$ cat config.mk
export PLATFORM = sky130hd
export DESIGN_NAME = mem_arbiter
export DESIGN_NICKNAME = d
export VERILOG_FILES = /design/src/rtl/mem_arbiter.sv
export SDC_FILE = /design/constraint.sdc
export NUM_CORES = 1
export LEC_CHECK = 0
export BUFFER_PORTS_ARGS = -buffer_cell sky130_fd_sc_hd__buf_4
export CAP_MARGIN = 20
export CORE_AREA = 2 2 95 97
export DETAILED_ROUTE_END_ITERATION = 10
export DIE_AREA = 0 0 97 99
export GPL_ROUTABILITY_DRIVEN = 0
export GPL_TIMING_DRIVEN = 0
export PLACE_DENSITY = 0.74
export SYNTH_ARGS = -nofsm -noshare
export SYNTH_HDL_FRONTEND = slang
export SYNTH_SLANG_ARGS = --single-unit
export TNS_END_PERCENT = 5
$ cat constraint.sdc
create_clock -name clk -period 1.8 [get_ports clk]
set_input_delay 0 -clock clk [delete_from_list [all_inputs] [get_ports clk]]
set_output_delay 0 -clock clk [all_outputs]
set_load 0.005 [all_outputs]
$ cat src/rtl/mem_arbiter.sv
// Shares one 2048x32 single-port SRAM between instruction fetch and data memory.
// Data side wins by default; a run counter forces fetch through after MAX_DM_RUN losses.
module mem_arbiter #(
   parameter int WIDTH      = 32,
   parameter int ADDR_W     = 11,
   parameter int MAX_DM_RUN = 4
) (
   input  logic              clk,
   input  logic              rst,
   input  logic              IF_REQ,
   input  logic [WIDTH-1:0]  IF_ADDR,
   output logic              IF_GNT,
   output logic              IF_VALID,
   output logic [WIDTH-1:0]  IF_RDATA,
   input  logic              DM_REQ,
   input  logic              DM_WE,
   input  logic [WIDTH-1:0]  DM_ADDR,
   input  logic [WIDTH-1:0]  DM_WDATA,
   output logic              DM_GNT,
   output logic              DM_VALID,
   output logic [WIDTH-1:0]  DM_RDATA,
   output logic              SRAM_CEN,
   output logic              SRAM_WEN,
   output logic [ADDR_W-1:0] SRAM_A,
   output logic [WIDTH-1:0]  SRAM_D,
   input  logic [WIDTH-1:0]  SRAM_Q
);

   localparam logic [0:0] PRIO_DM = 1'b0;
   localparam logic [0:0] PRIO_IF = 1'b1;

   localparam logic [1:0] OWN_NONE  = 2'd0;
   localparam logic [1:0] OWN_IF    = 2'd1;
   localparam logic [1:0] OWN_DM_RD = 2'd2;
   localparam logic [1:0] OWN_DM_WR = 2'd3;

   localparam logic [3:0] RUN_MAX = 4'(MAX_DM_RUN);

   logic [0:0]        prio_q, prio_d;
   logic [3:0]        run_q, run_d;
   logic [1:0]        own_q, own_d;
   logic [ADDR_W-1:0] a_q;
   logic [WIDTH-1:0]  d_q;
   logic              if_gnt, dm_gnt, any_gnt;
   logic              unused_addr_bits;

   // Grants are masked while reset is held so the macro stays idle
   always_comb begin
      if_gnt  = rst & IF_REQ & (~DM_REQ | (prio_q == PRIO_IF));
      dm_gnt  = rst & DM_REQ & ~if_gnt;
      any_gnt = if_gnt | dm_gnt;
   end

   always_comb begin
      run_d = run_q;
      if (!IF_REQ || if_gnt)
         run_d = '0;
      else if (dm_gnt && run_q != RUN_MAX)
         run_d = run_q + 4'd1;
   end

   always_comb begin
      prio_d = prio_q;
      unique case (prio_q)
         PRIO_DM: if (run_d == RUN_MAX) prio_d = PRIO_IF;
         PRIO_IF: if (if_gnt)           prio_d = PRIO_DM;
         default: prio_d = PRIO_DM;
      endcase
   end

   always_comb begin
      own_d = OWN_NONE;
      if (if_gnt)
         own_d = OWN_IF;
      else if (dm_gnt)
         own_d = DM_WE ? OWN_DM_WR : OWN_DM_RD;
   end

   // Address and data hold their last value on idle cycles
   always_comb begin
      SRAM_A = a_q;
      if (if_gnt)
         SRAM_A = IF_ADDR[ADDR_W+1:2];
      else if (dm_gnt)
         SRAM_A = DM_ADDR[ADDR_W+1:2];
      SRAM_D   = any_gnt ? DM_WDATA : d_q;
      SRAM_CEN = ~any_gnt;
      SRAM_WEN = ~(dm_gnt & DM_WE);
   end

   always_ff @(posedge clk or negedge rst) begin
      if (!rst) begin
         prio_q <= PRIO_DM;
         run_q  <= '0;
         own_q  <= OWN_NONE;
         a_q    <= '0;
         d_q    <= '0;
      end else begin
         prio_q <= prio_d;
         run_q  <= run_d;
         own_q  <= own_d;
         a_q    <= SRAM_A;
         d_q    <= SRAM_D;
      end
   end

   always_comb begin
      IF_GNT   = if_gnt;
      DM_GNT   = dm_gnt;
      IF_VALID = (own_q == OWN_IF);
      DM_VALID = (own_q == OWN_DM_RD) | (own_q == OWN_DM_WR);
      IF_RDATA = IF_VALID ? SRAM_Q : '0;
      DM_RDATA = (own_q == OWN_DM_RD) ? SRAM_Q : '0;
   end

   assign unused_addr_bits = ^{IF_ADDR[1:0], IF_ADDR[WIDTH-1:ADDR_W+2],
                               DM_ADDR[1:0], DM_ADDR[WIDTH-1:ADDR_W+2]};

endmodule

# Yosys cells after proc, flatten, opt, wreduce, memory -nomap -nowiden
# Cells that the tools add are included.
# W data, S select, Z words.
word_totals:
  register_bits: 50
  out_inout_bits: 113
classes:
  n_eq_ne: 5
  muxes: 13
  bitwise_logic: 13
  n_reduce_logical: 3
  n_addsub: 1
op_table:
  columns: ["operator", "n"]
  rows:
  - ["$mux W32", 3]
  - ["$mux W11", 2]
  - ["$mux W4", 2]
  - ["$and A1 B1 Y1", 5]
  - ["$not A1 Y1", 5]
  - ["$add A4 B1 Y4 const B", 1]
  - ["$eq A2 B2 Y1 const B", 2]
  - ["$eq A4 B3 Y1 const B", 1]
  - ["$mux W2", 2]
  - ["$ne A4 B3 Y1 const B", 1]
  - ["$mux W1", 3]
  - ["$or A1 B1 Y1", 3]
  - ["$eq A2 B1 Y1 const B", 1]
  - ["$pmux W1 S2", 1]
  - ["$logic_and A1 B1 Y1", 1]
  - ["$logic_not A1 Y1", 1]
  - ["$logic_or A1 B1 Y1", 1]

# Logic depth before layout (Yosys ltp)
# Gate-level depths: netlist (run 1).
depth:
  ltp_word: 11
  depth_mapped: 6
  depth_no_buf: 6

# Worst setup path after synthesis (run 1)
# OpenSTA, ideal clock, no wires.
synth_path:
  kind: "register to register"
  from: "reg run_q[0]"
  to: "reg prio_q"
  required_ns: 1.678
  arrival_ns: 1.676
  path_stages_with_launch: 7
  path_slack_ns: 0.003
  cell_sequence: "dfrtp_1 > inv_1 > ha_1 > nor2b_1 > a221o_1 > mux2_1 > a32o_1"
synth_between:
  elab_chain_cells: 7
  elab_cells_between_ends: 8
  classes_between: "1 x add/sub; 2 x eq/ne; 4 x mux; 1 x reduce/logical"
synth_lines:
  columns: ["element", "line_no", "rtl"]
  rows:
  - ["start: declaration", "40", "logic [3:0] run_q, run_d;"]
  - ["start signal: assignment", "100", "run_q <= run_d;"]
  - ["parallel branches: the longest is 2 deep, another holds $add A4 B1 Y4", null, null]
  - ["$mux W4 *", "58", "else if (dm_gnt && run_q != RUN_MAX)"]
  - ["$mux W4 *", "56", "if (!IF_REQ || if_gnt)"]
  - ["$eq A4 B3 Y1 *", "65", "PRIO_DM: if (run_d == RUN_MAX) prio_d = PRIO_IF;"]
  - ["$mux W1 *", "65", null]
  - ["$pmux W1 S2 *", "64", "unique case (prio_q)"]
  - ["via prio_d", "39", "logic [0:0] prio_q, prio_d;"]
  - ["end signal: assignment", "99", "prio_q <= prio_d;"]
  - ["end: declaration", "39", null]
# Mark *: on every way through the listed nets, which the timed path passes.

# Worst setup path in the final report (run 1)
# Same ends and word-level chain as after synthesis.

==> metrics.md, run 1 <==
| Metric | Value |
|---|---|
| CP startpoint kind | flop |
| Synth Instances | 229 |
| Die Wd | 97 µm |
| CP Capture Type | flop |
| Min Tclk post-route | 1.75 ns |
| CP arrival | 1.93 ns |
| Synthesized Nets | 364 |
| Initial DRC count | 64 |
| Total of max-cap violations | 0 |
| Final hold vios | 0 |
| Final Non-Filler Cells | 599 |
| DRC errors left | 0 |
| Nets | 624 |
| FP Rows | 34 |
| Min-delay worst type | in2reg |
| Skew-Pair Late Insertion Delay | 0.30 ns |
| Clk root buf | clkbuf_8 |
| Worst slew pin tran | 0.699 ns |
| WL/cell | 14.9 µm |
| Max VDD drop | 0.537 mV |
| RR Startpoint | run_q[0]$_DFF_PN0_ |
| CP Depth | 6 |
| Final period utilization | 97.2% |
| CTS Buf Count | 5 |
| Worst Reg2Reg Path Length in Cells | 6 |
| Port Buffer Count | 202 |
| Worst setup startpoint | run_q[0]$_DFF_PN0_ |
| Flops & latches, synth | 50 |
| Register area share after synthesis | 49.7% |
| Drt first pass iters | 4 |
| Wirelength, routed | 8940 µm |
| Max_slew headroom | 53.4% |
| Clock tree buffer depth | 2 |
| Post-DP HPWL | 6650 µm |
| Yosys warnings | 0 |
| Worst Skew | 0.0108 ns |
| Clock sinks | 50 |
| Buf/Inv on CP | 1 |
| Crit path max-delay cell type | dfrtp_1 |
| Storage cell area | 1250 µm² |
| Final Util | 56.9% |
| FF-to-FF setup slack | 0.05 ns |
| Layout cells sized above 1 | 53.7% |
| Multi-input logic area | 1230 µm² |
| Die span in y | 99 µm |
| Largest fanout on the critical path | 3 |
| Vias in the first global route | 2862 |
| Filler instances | 734 |
| DR vias | 2692 |
| Initial Utilization | 29.5% |
| First-pass GRT wire length | 14000 µm |
| Synth Cell Area | 2520 µm² |
| Total gr overflow | 0 |
| Worst Path Required | 1.98 ns |
| CP Class | reg2reg |
| Pin count of the biggest net entering global routing | 51 |
| Depth of the worst hold-timing path | 3 |
| Area grow syn2layout | 93.1% |
| Syn_area_per_cell | 11.0 µm² |
| Slew Limit Fails | 0 |
| Crit-path cells | inv_2 -> ha_2 -> nor2b_4 -> a221o_1 -> mux2_4 -> a32o_1 |
| Cell leakage power | 0.00248 µW |
| Netlist cell types | 27 |
| Achievable Freq | 572 MHz |
| PD cells | 659 nW/µm² |
| Reg clk slew, reported paths | 0.09 ns |
| Final setup viols | 0 |
| WHS | 0.0338 ns |
| Reg2reg end | prio_q$_DFF_PN0_ |
| Crit path to | prio_q$_DFF_PN0_ |
| Die ar. | 9600 µm² |
| Post-DRT Antenna Nets | 0 |
| Placed cell count | 539 |
| Initial antenna violation count | 1 |
| Core box area | 8550 µm² |
| TritonCTS clock tree | yes |
| CTS H-tree lvls | 2 |
| Post-DR vias/cell | 4.49 |
| Slowest stage delay, CP | 0.37 ns |
| IO Pins | 246 |
| CP delay by family, top | compound AO/OA/AOI/OAI gates |
| Gr usage total | 18.2% |
| Outcome | finished clean |
==> per-stage QoR <==
stage | worst slack (ns) | instance area, µm² | TNS [ns] | power, µW
after floorplan | 0.00264 | 2520 | 0 | 1620
after global placement | -0.107 | 4170 | -1.53 | 2150
after detailed placement | -0.135 | 4170 | -1.88 | 2170
after CTS | 0.00882 | 4830 | 0 | 3230
after global routing | -0.0163 | 4870 | -0.0163 | 3380
final | 0.0504 | 4870 | 0 | 3210
==> worst min path at each step <==
stage | from | to | slack [ns]
final | DM_ADDR[6] | a_q[4]$_DFF_PN0_ | 0.03
after global routing | DM_ADDR[11] | a_q[9]$_DFF_PN0_ | 0.06
after CTS | IF_REQ | own_q[1]$_DFF_PN0_ | 0.04
after detailed placement | rst | d_q[20]$_DFF_PN0_ | 0.08
after global placement | rst | d_q[20]$_DFF_PN0_ | 0.08
after floorplan | rst | a_q[0]$_DFF_PN0_ | -0.30
==> synthesized netlist by cell type <==
library cell / count / area share (%)
nand3_1: 1 / 0.20
a32o_1: 1 / 0.40
a21oi_1: 2 / 0.40
nor3b_1: 2 / 0.60
xnor2_1: 1 / 0.35
ha_1: 2 / 0.99
buf_2: 4 / 0.79
inv_1: 2 / 0.30
a31oi_1: 1 / 0.25
clkbuf_1: 10 / 1.5
mux2i_1: 11 / 4.4
a221o_1: 3 / 1.2
dfrtp_1: 50 / 50
mux2_1: 1 / 0.45
nor2b_1: 4 / 0.99
o21ai_0: 9 / 1.8
nand2_1: 13 / 1.9
a211oi_1: 1 / 0.30
and2_1: 65 / 16
and3_1: 1 / 0.25
nor2_1: 7 / 1.0
nand2b_1: 2 / 0.50
mux2_2: 32 / 14
a2111oi_0: 1 / 0.35
o21ai_2: 1 / 0.35
nand2_2: 1 / 0.25
a21bo_2: 1 / 0.40
==> area by class of cell <==
type | instances | share of cell area, %
repair buffers | 253 | 41.8
flip-flops and latches | 50 | 25.7
multi-input cells | 163 | 25.2
well taps | 108 | 2.78
clock buffers | 6 | 1.70
plain buffers | 14 | 1.34
clock inverters | 2 | 1.23
inverters | 2 | 0.154
diodes | 1 | 0.0514
==> placed cells by master (no fill, tap or decap), types with 2 or more instances in the layout <==
cell type,count
dfrtp_1,49
nor2b_1,2
clkbuf_8,6
mux2i_1,11
nor2_1,7
buf_4,207
nand2b_1,2
buf_2,3
clkbuf_1,8
nor2b_4,2
and2_1,65
a221o_1,3
o21ai_0,3
nand2_1,13
nor3b_1,2
a21oi_1,2
mux2_2,32
bufinv_16,2
o21ai_1,6
dlygate4sd3_1,45
==> metal layers <==
metal  GRT usage, %  wire length (µm)  up-vias
li1               -                 -     1282
met1           18.6              3070     1261
met2           35.8              4990      136
met3           4.33               674       13
met4           6.39               201        0
met5              0                 0        -
==> sequential cells by signal, indices dropped and copies added, names as in the netlist <==
register,count
a_q,11
d_q,32
own_q,2
prio_q,1
run_q,4
==> cell families after synthesis <==
group / Yosys count / synth area share, %
multiplexers: 44 / 19.1
buffers and inverters: 16 / 2.58
XOR/XNOR: 1 / 0.348
flip-flops: 50 / 49.7
adder cells (fa/ha/maj): 2 / 0.993
AO/OA/AOI/OAI: 20 / 5.41
AND/OR/NAND/NOR: 96 / 21.9
==> worst min-delay path: cells and delay by family <==
family | cells | cell delay, ns
AO/OA/AOI/OAI | 1 | 0.15
buffers and inverters | 1 | 0.08
multiplexers | 1 | 0.05
==> power breakdown <==
group / internal [µW] / total, µW / switching, µW
clock network: 593 / 957 / 364
logic: 600 / 957 / 357
registers: 1260 / 1290 / 36.1
total: 2450 / 3210 / 758
==> repair_timing <==
action                                 in CTS  in global routing
resized for setup                           7                 14
pin swaps                                   1                  2
endpoints found under the hold margin      94                  0
setup buffers                               3                  2
setup endpoints to repair                  12                 22
cloned                                      0                  0
hold buffers                               46                  0
Power figures use the tool's default switching activity.
==> run 2: changes to the inputs <==
Settings changed: REMOVE_ABC_BUFFERS set to 1, TNS_END_PERCENT 5 to unset.
==> run 2 against run 1 <==
  * Design area increased by 0.80%
  * Combinational power increased by 2.6%
  * Clock power decreased by 26%
  * Hold slack got worse by 0.011 ns
  * Register-to-register slack about the same
  * Sequential power about the same
  * Wire length increased by 2.1%
  * Via count increased by 1.6%
  * Largest power group unchanged
==> metrics.md, run 2 (synthesis results as in run 1) <==
| Metric | Value |
|---|---|
| Worst Skew | 0.0109 ns |
| Clk root buf | clkbuf_8 |
| Post-DR vias/cell | 4.60 |
| Unrepaired setup endpoints after global routing | true |
| Uppermost layer routed | met5 |
| Final period utilization | 98.7% |
| IO Pins | 246 |
| Core box area | 8550 µm² |
| Storage cell area | 1250 µm² |
| Max VDD drop | 0.475 mV |
| PD cells | 610 nW/µm² |
| DRC errors left | 0 |
| CP arrival | 1.78 ns |
| Initial antenna violation count | 1 |
| Vias in the first global route | 2861 |
| Gr usage total | 18.3% |
| Post-DP HPWL | 6390 µm |
| WL met1 | 3450 µm |
| Min-delay worst type | in2reg |
| Slew Limit Fails | 0 |
| Achievable Freq | 563 MHz |
| Post-DRT Antenna Nets | 0 |
| Total of max-cap violations | 0 |
| Most common cell after layout, fill and taps aside | buf_4 |
| Most frequent cells in the layout | 212 x buf_4, 65 x and2_1, 49 x dfrtp_1 |
| CP Class | reg2out |
| Initial DRC count | 67 |
| Layout cells sized above 1 | 55.2% |
| Max FFs per register | 32 |
| Biggest regs | d_q: 32 flops, a_q: 11 flops, run_q: 4 flops |
| FP Rows | 34 |
| Nets | 621 |
| Drt first pass iters | 4 |
| Biggest register | d_q |
| Worst slew pin tran | 0.880 ns |
| Die span in y | 99 µm |
| Max_slew headroom | 41.1% |
| Clock tree buffer depth | 2 |
| CTS H-tree lvls | 2 |
| Pin count of the biggest net entering global routing | 51 |
| Final hold vios | 0 |
| Wirelength, routed | 9130 µm |
| DR WL met3 | 970 µm |
| First-pass GRT wire length | 14100 µm |
| CP startpoint kind | flop |
| Total gr overflow | 0 |
| CP Capture Type | output port |
| Multi-input logic area | 1260 µm² |
| Total power | 2990 µW |
| Filler instances | 712 |
| Worst Path Required | 1.80 ns |
| Port Buffer Count | 203 |
| WL/cell | 15.3 µm |
| Outcome | finished clean |
| Clock sinks | 50 |
| Final setup viols | 0 |
| Setup ws final | 0.0241 ns |
| Min Tclk post-route | 1.78 ns |
| Wire length on met2 | 4530 µm |
| Skew-Pair Late Insertion Delay | 0.30 ns |
| Worst slack, placed | -0.482 ns |
| Antenna fix cells | 0 |
| Cell leakage power | 0.00250 µW |
| Area grow syn2layout | 94.7% |
| DR vias | 2736 |
| TritonCTS clock tree | yes |
| Initial Utilization | 29.5% |
| Die ar. | 9600 µm² |
| Reg clk slew, reported paths | 0.09 ns |
| CTS Buf Count | 5 |
| Largest fanout on the critical path | 33 |
| Die Wd | 97 µm |
## run 2: cell count changes in the layout (fill, tap and decap cells not counted), sizes merged
cell | previous run | this run
dlygate4sd3 | 45 | 46
diode | 1 | 0
clkinvlp | 0 | 1
inv | 2 | 3
buf | 212 | 217
nor2b | 4 | 5
bufinv | 2 | 0
clkbuf | 16 | 6
## run 2: cell type report
cell class	instances	area share, %
Clock buffer	6	1.68
Clock inverter	2	0.332
Inverter	2	0.153
Multi-Input combinational cell	164	25.7
Sequential cell	50	25.5
Tap cell	108	2.75
Timing Repair Buffer	263	43.8
## run 2: power by group
group	leakage, µW	internal [µW]	switching, µW
Clock	0.0000478	317	394
Combinational	0.00185	614	368
Sequential	0.000602	1260	42.1
Total	0.00250	2190	804
## run 2: what timing repair did
item	CTS	global route
cloned	1	0
endpoints found under the setup margin	18	66
pin swaps	1	2
hold endpoints to repair	95	0
buffers inserted	4	7
hold buffers	47	0
resized for setup	5	13
## run 2: final timing paths
check | end | slack [ns] | depth (start not counted) | start
setup / recovery | IF_RDATA[31] | 0.02 | 3 | own_q[1]$_DFF_PN0_
hold / removal | a_q[9]$_DFF_PN0_ | 0.02 | 3 | DM_ADDR[11]
setup reg to reg | prio_q$_DFF_PN0_ | 0.05 | 6 | run_q[0]$_DFF_PN0_
hold reg to reg | d_q[28]$_DFF_PN0_ | 0.51 | 1 | d_q[28]$_DFF_PN0_
max in group asynchronous | a_q[0]$_DFF_PN0_ | 1.31 | 3 | rst
min in group asynchronous | d_q[14]$_DFF_PN0_ | 0.25 | 3 | rst
## run 2: routing by layer
layer / vias to the layer above / track usage, %
met5: - / 0
met4: 2 / 5.42
met3: 10 / 6.24
met2: 179 / 32.7
met1: 1274 / 20.7
li1: 1271 / -
## run 2: through the flow
stage | hold WS [ns] | utilization [%] | area (µm²) | std cells | setup TNS [ns]
2_1_floorplan | -0.296 | - | 2460 | 215 | -0.143
3_3_place_gp | 0.0785 | 48.2 | 4120 | 526 | -31.12
3_5_place_dp | 0.0907 | 48.7 | 4160 | 528 | -5.51
4_1_cts | 0.0516 | 56.3 | 4820 | 588 | 0
5_1_grt | 0.0481 | 57.4 | 4910 | 595 | -7.25
6_report | 0.0230 | 57.4 | 4910 | 595 | 0
## run 2: critical path, cell delays in order (launching register included)
cell and delay, ns:
dfrtp_1 0.41, nor2b_2 0.70, and2_1 0.25, buf_4 0.11
